===== src/rtl/message_scroller_pkg.sv =====
// Shared definitions for the message scroller: FSM encoding and buffer depth.
package message_scroller_pkg;

  localparam int MSG_LEN = 16;

  typedef enum logic {
    ST_PAUSE = 1'b0,
    ST_RUN   = 1'b1
  } state_e;

endpackage


===== src/rtl/message_scroller_edge_detect.sv =====
// Rising-edge detector: registers the input once and flags 0->1 transitions.
module edge_detect (
  input  logic clk,
  input  logic reset,
  input  logic sig_i,
  output logic rise_o
);

  logic sig_q;

  always_ff @(posedge clk) begin
    if (reset) begin
      sig_q <= 1'b0;
    end else begin
      sig_q <= sig_i;
    end
  end

  assign rise_o = sig_i & ~sig_q;

endmodule


===== src/rtl/message_scroller.sv =====
// Scrolls a 16-character hex message across a four-digit LED display,
// either automatically every SCROLL_DIV clocks or one step at a time.
module message_scroller #(
  parameter int SCROLL_DIV = 25000000,
  parameter int MSG_LEN    = message_scroller_pkg::MSG_LEN
) (
  input  logic                         clk,
  input  logic                         reset,
  input  logic                         run,
  input  logic                         step,
  input  logic                         load_en,
  input  logic [3:0]                   load_addr,
  input  logic [3:0]                   load_data,
  output logic [3:0]                   digit3,
  output logic [3:0]                   digit2,
  output logic [3:0]                   digit1,
  output logic [3:0]                   digit0,
  output logic [3:0]                   window_ptr,
  output logic                         wrap,
  output message_scroller_pkg::state_e fsm_state
);
  import message_scroller_pkg::*;

  localparam int CW = $clog2(SCROLL_DIV);
  localparam logic [CW-1:0] CNT_TERM = CW'(SCROLL_DIV - 1);

  state_e        state_q, state_d;
  logic [CW-1:0] cnt_q, cnt_d;
  logic [3:0]    ptr_q, ptr_d;
  logic          wrap_q, wrap_d;
  logic [3:0]    mem_q [MSG_LEN];
  logic [3:0]    digit3_q, digit2_q, digit1_q, digit0_q;
  logic          step_rise;
  logic          terminal;
  logic          advance;

  edge_detect u_step_edge (
    .clk    (clk),
    .reset  (reset),
    .sig_i  (step),
    .rise_o (step_rise)
  );

  // Auto and stepped advances are merged so the pointer moves at most once per clock.
  always_comb begin
    state_d  = run ? ST_RUN : ST_PAUSE;
    terminal = (state_q == ST_RUN) && (cnt_q == CNT_TERM);
    advance  = terminal || ((state_q == ST_PAUSE) && step_rise);
    cnt_d    = '0;
    if ((state_q == ST_RUN) && run && !terminal) begin
      cnt_d = cnt_q + CW'(1);
    end
    ptr_d  = ptr_q + {3'b000, advance};
    wrap_d = advance && (ptr_q == 4'hF);
  end

  always_ff @(posedge clk) begin
    if (reset) begin
      state_q  <= ST_PAUSE;
      cnt_q    <= '0;
      ptr_q    <= 4'h0;
      wrap_q   <= 1'b0;
      for (int i = 0; i < MSG_LEN; i++) begin
        mem_q[i] <= 4'(i);
      end
      digit3_q <= 4'h0;
      digit2_q <= 4'h1;
      digit1_q <= 4'h2;
      digit0_q <= 4'h3;
    end else begin
      state_q <= state_d;
      cnt_q   <= cnt_d;
      ptr_q   <= ptr_d;
      wrap_q  <= wrap_d;
      if (load_en) begin
        mem_q[load_addr] <= load_data;
      end
      // Digits follow the current pointer, so they trail window_ptr by one clock.
      digit3_q <= mem_q[ptr_q];
      digit2_q <= mem_q[ptr_q + 4'd1];
      digit1_q <= mem_q[ptr_q + 4'd2];
      digit0_q <= mem_q[ptr_q + 4'd3];
    end
  end

  assign digit3     = digit3_q;
  assign digit2     = digit2_q;
  assign digit1     = digit1_q;
  assign digit0     = digit0_q;
  assign window_ptr = ptr_q;
  assign wrap       = wrap_q;
  assign fsm_state  = state_q;

endmodule


===== config.mk =====
export PLATFORM = sky130hd
export DESIGN_NAME = message_scroller
export DESIGN_NICKNAME = d
export VERILOG_FILES = /design/src/rtl/message_scroller_pkg.sv /design/src/rtl/message_scroller_edge_detect.sv /design/src/rtl/message_scroller.sv
export SDC_FILE = /design/constraint.sdc
export NUM_CORES = 1
export LEC_CHECK = 0
export CORE_MARGIN = 10
export CORE_UTILIZATION = 55
export DETAILED_ROUTE_END_ITERATION = 10
export GPL_TIMING_DRIVEN = 0
export PLACE_DENSITY = 0.89
export SLEW_MARGIN = 20
export SYNTH_ARGS = -nofsm -noshare
export SYNTH_HDL_FRONTEND = slang
export SYNTH_SLANG_ARGS = --single-unit
export TNS_END_PERCENT = 50

===== constraint.sdc =====
create_clock -name clk -period 2.8 [get_ports clk]
set_input_delay 0.84 -clock clk [delete_from_list [all_inputs] [get_ports clk]]
set_output_delay 0.84 -clock clk [all_outputs]
set_load 0.05 [all_outputs]

* Word level (Yosys, flattened, before mapping)
Memory sizes are Yosys's and may differ from the RTL's. A register that Yosys moved wholly into a read port is not among the register bits. Index checks and enable logic that the tools add are counted.
Word-level totals: flip-flop bits (word level) 32, bits in writable memories 64, input bits 13, output and inout bits 22, logic and storage cells 35, memories 1
Memory list:
- mem_q | words 16, width 4, rd ports 4, clocked after memory_dff 4, write ports 16, line message_scroller.sv:31 | logic [3:0] mem_q [MSG_LEN];
Operators by class: add/sub/neg operators 5, equal/unequal tests 2, multiplexer cells 9, bitwise gates (word level) 4, reductions and logical operators 9
Operators by type and width (number):
- 25-bit by 1-bit adder with 25-bit output (second input constant) | 1
- 25-bit == test (second input constant) | 1
- 4-bit by 2-bit adder with 4-bit output (second input constant) | 2
- 4-bit 2-to-1 mux | 2
- 1-bit 2-to-1 mux | 7
- 1-bit logical AND | 5
- 4-bit by 1-bit adder with 4-bit output | 1
- 4-bit by 1-bit adder with 4-bit output (second input constant) | 1
- 4-bit == test (second input constant) | 1
- 4-bit OR reduction | 1
- 1-bit NOT | 3
- 2-bit OR reduction | 1
- 1-bit AND | 1
- 1-bit zero test | 1
- 1-bit logical OR | 1

* Longest topological paths before layout
word-level depth 6, gate-level depth with buffers 11

* Hierarchy
From an unflattened synthesis, not the netlist that was laid out.
Unflattened totals: cell total of the unflattened synthesis 514, area total of the unflattened synthesis 6542.5 µm²
Modules (own cells, without submodules):
- message_scroller | instances 1, cells an instance 511, area each 6495.0 µm²
- edge_detect | instances 1, cells an instance 3, area each 47.5 µm²

* Worst setup path after synthesis
OpenSTA, ideal clock, no wires.
path kind register to register, start point register ptr_q[0], in the netlist window_ptr[0], end point register digit2_q[0], in the netlist digit2[0] (read register of mem_q), data arrival time 3.019 ns, setup slack -0.363 ns, stages on the path, launching flop included 12, path buffers 6, cells stage by stage dfxtp_1 -> buf_4 -> buf_4 -> buf_2 -> inv_1 -> ha_1 -> buf_2 -> buf_4 -> buf_2 -> mux4_2 -> mux2i_1 -> o2111ai_1
Between the ends: longest elaborated chain between the ends 1
Ends and longest elaborated chain:
- start: declaration | line message_scroller.sv:29 | logic [3:0] ptr_q, ptr_d;
- start signal: assignment | line message_scroller.sv:73 | ptr_q <= ptr_d;
- 4-bit by 1-bit adder with 4-bit output | line message_scroller.sv:80 | digit2_q <= mem_q[ptr_q + 4'd1];
- end: declaration | line message_scroller.sv:32 | logic [3:0] digit3_q, digit2_q, digit1_q, digit0_q;
No other way between the ends. A chain may end at the register's enable or synchronous reset.

* Final worst setup path
start point register ptr_q[1], in the netlist window_ptr[1], end point register digit1_q[3], in the netlist digit1[3] (read register of mem_q)
Between the ends: longest elaborated chain between the ends 1
Ends and longest elaborated chain:
- 4-bit by 2-bit adder with 4-bit output | line message_scroller.sv:81 | digit1_q <= mem_q[ptr_q + 4'd2];
- end: declaration | line message_scroller.sv:32
No other way between the ends.

==> results.yml <==
status:
  outcome: "completed"
placed_design:
  placed_area_sq_mm: 0.00709
  io_buffers: 34
  place_hpwl_um: 12600
  dp_cells: 696
  gp_congestion: 0.978
synth:
  syn-mean-instance-area_sq_um: 12.7
  synth_edf_count: 64
  ys_ff_latch: 112
  syn-num-nets: 539
  ys_top_cells_by_area: "edfxtp_1 (29%), mux4_2 (18%), dfxtp_1 (15%)"
  synth_top_family_by_area: "multiplexers"
  ys_types: 49
  ys_async_sr_fraction: 0
  synth_top_cell_by_area: "edfxtp_1"
  ys_warn_count: 0
  ys.flop_type: "edfxtp_1"
  muxShareOfSynthArea: 0.259
  ys_seq_area_frac: 0.439
  synth_fa_ha_area_frac: 0.0133
  netlist_area_sq_mm: 0.00657
  yosysTopAreaCellShare: 0.293
  yosys.area_share.simple: 0.172
  synthCells: 519
  synth_compound_area_frac: 0.0499
  synth-xor-area-share: 0.0351
floorplanning:
  fp.dieH_um: 129
  initial_utilization: 0.568
  die_x_um: 129
  core_sq_mm: 0.0116
  num_io_pins: 35
  rows: 39
  die_area_sq_mm: 0.0167
cells_and_area:
  final_layout_size_suffix_gt1_frac: 0.183
  final_nets: 583
  syn_to_final_growth_pct: 12.9
  fin_cells: 711
  final_cell_mix: "edfxtp_1 (64), mux4_2 (53), dfxtp_1 (47)"
  final_common_cell: "edfxtp_1"
  final_area_sq_mm: 0.00741
  insertedDiodeCount: 0
grt:
  antenna_found_initial: 0
  grt_pass1_vias: 4852
  grt_overflow: 0
  grt_pass1_wl_um: 26900
  grt_usage: 0.209
  grt_max_degree: 19
routing:
  wl_per_cell_um: 24.0
  drt_iter0_drc: 647
  drtAntennaViolNets: 0
  vias: 4976
  wl_um: 17100
  avgViaCountPerCell: 7.00
  dr.pass1.iters: 5
  drc_errors: 0
sta:
  fin_crit_sh: 0.971
  final-hold-violation-count: 0
  max-slew-margin-rel: 0.278
  fmax_ghz: 0.368
  worst_pin_slew_ps: 1080
  setup_viol: 0
  holdWs_ps: 490
  rsz0062_at_grt: "no"
  finalMaxSlewViolations: 0
  fin_skew_ps: 9.28
  finalCriticalPeriod_ps: 2720
cts:
  clkSinkCount: 112
  clockRootBuffer: "clkbuf_16"
  clk_pin_slew_worst_paths_ps: 70
  postCtsSetupBuffers: 0
  cts_made_buffers: 9
  cts_tree: "done"
  clk_latency_ps: 360
  htree_levels: 3
  clock_path_buffers: 2
critical_path:
  worst-setup-path-type: "reg -> reg"
  arrival_ps: 2950
  end_kind: "flip-flop"
  start_kind: "flip-flop"
  critPathRequiredTime_ps: 3040
  slowest_stage: "dfxtp_1"
  cp_cell_sequence: "inv_1 -> ha_1 -> buf_1 -> clkbuf_2 -> mux4_2 -> mux2i_1 -> o22ai_1"
  cp_slowest_stage_delay_ps: 590
  crit_path_max_fanout: 10
worst_hold_path:
  hp-class: "reg -> reg"
pwr:
  peakVddDrop_mv: 0.281
  finalPower_mw: 3.99
  leakage_nw: 2.34
  cellPowerDensity_mw_per_mm2: 538
flow_run:
  maxCapViolations: 0
## synthesized netlist by cell type, types with 4 or more instances
cell type,number
mux2_2,8
xor2_1,14
nor2_1,17
mux2i_1,23
o22ai_1,7
buf_2,7
clkbuf_1,19
or3_1,34
nand3_1,15
and3_1,6
dfxtp_1,48
nor3_1,21
nand4_1,14
mux4_1,7
mux4_2,53
and2_1,36
o21ai_0,20
nor2b_1,5
nand2b_1,7
a211oi_1,15
xnor2_1,6
buf_4,6
and4_1,4
ha_1,7
nand2_1,12
edfxtp_1,64
or2_2,6
## worst max-delay path: cells and delay by family, from the launching register on
family | cells | cell delay (ps)
buffers and inverters | 3 | 990
flip-flops | 1 | 590
multiplexers | 2 | 570
adder cells (fa/ha/maj) | 1 | 310
AO/OA/AOI/OAI | 1 | 120
## repair_timing
item	CTS	global route
hold buffers	0	0
resized for setup	7	3
gates cloned	0	0
setup endpoints to repair	10	4
hold endpoints to repair	0	0
## final timing paths
check / start / endpoint / slack, ps / depth (start not counted)
setup / recovery: window_ptr[1] / digit1[3] / 80 / 7
hold / removal: cnt_q[0] / cnt_q[0] / 490 / 1
setup reg to reg: window_ptr[1] / digit1[3] / 80 / 7
hold reg to reg: cnt_q[0] / cnt_q[0] / 490 / 1
## cell families after synthesis
family | Yosys count
and+or+nand+nor | 192
xor gates and xnor gates | 22
adders and majority gates | 7
muxes | 91
AOI/OAI and AO/OA | 52
buffers and inverters | 43
DFF | 112
## registers in the layout (all words and copies together), names as in the netlist
name / count
u_step_edge.sig_q: 1
mem_q: 64
wrap: 1
fsm_state: 1
digit3: 4
window_ptr: 4
digit0: 4
digit1: 4
cnt_q: 25
digit2: 4
## layer usage
metal	global-route usage	share of wire	up-vias
met5	0	0	-
met4	0.0783	0.026	0
met3	0.0530	0.13	49
met2	0.329	0.46	390
met1	0.274	0.38	2390
li1	-	-	2147
## stage by stage
| step | setup TNS, ps | util | worst slack, ps |
|---|---|---|---|
| after CTS | 0 | 0.641 | 25.1 |
| after detailed placement | -8650 | 0.613 | -346 |
| final | 0 | 0.641 | 82.3 |
| after global routing | 0 | 0.641 | 21.5 |
| after floorplan | 0 | - | 87.3 |
| after global placement | -4130 | 0.613 | -248 |
## final cells by class
cell class / count / area [sq um]
fillers: 825 / 4150
multi-input cells: 364 / 3470
flip-flops and latches: 112 / 2890
repair buffers: 34 / 340
clock buffers: 9 / 225
plain buffers: 38 / 223
well taps: 143 / 179
clock inverters: 7 / 72.6
inverters: 4 / 15.0
## report_power, final
group	switching (mW)	internal (mW)	leakage, nW
combinational	0.408	0.373	1.17
sequential	0.0870	1.83	1.02
clock	0.597	0.694	0.145
total	1.09	2.89	2.34
(Power assumes the default switching activity.)
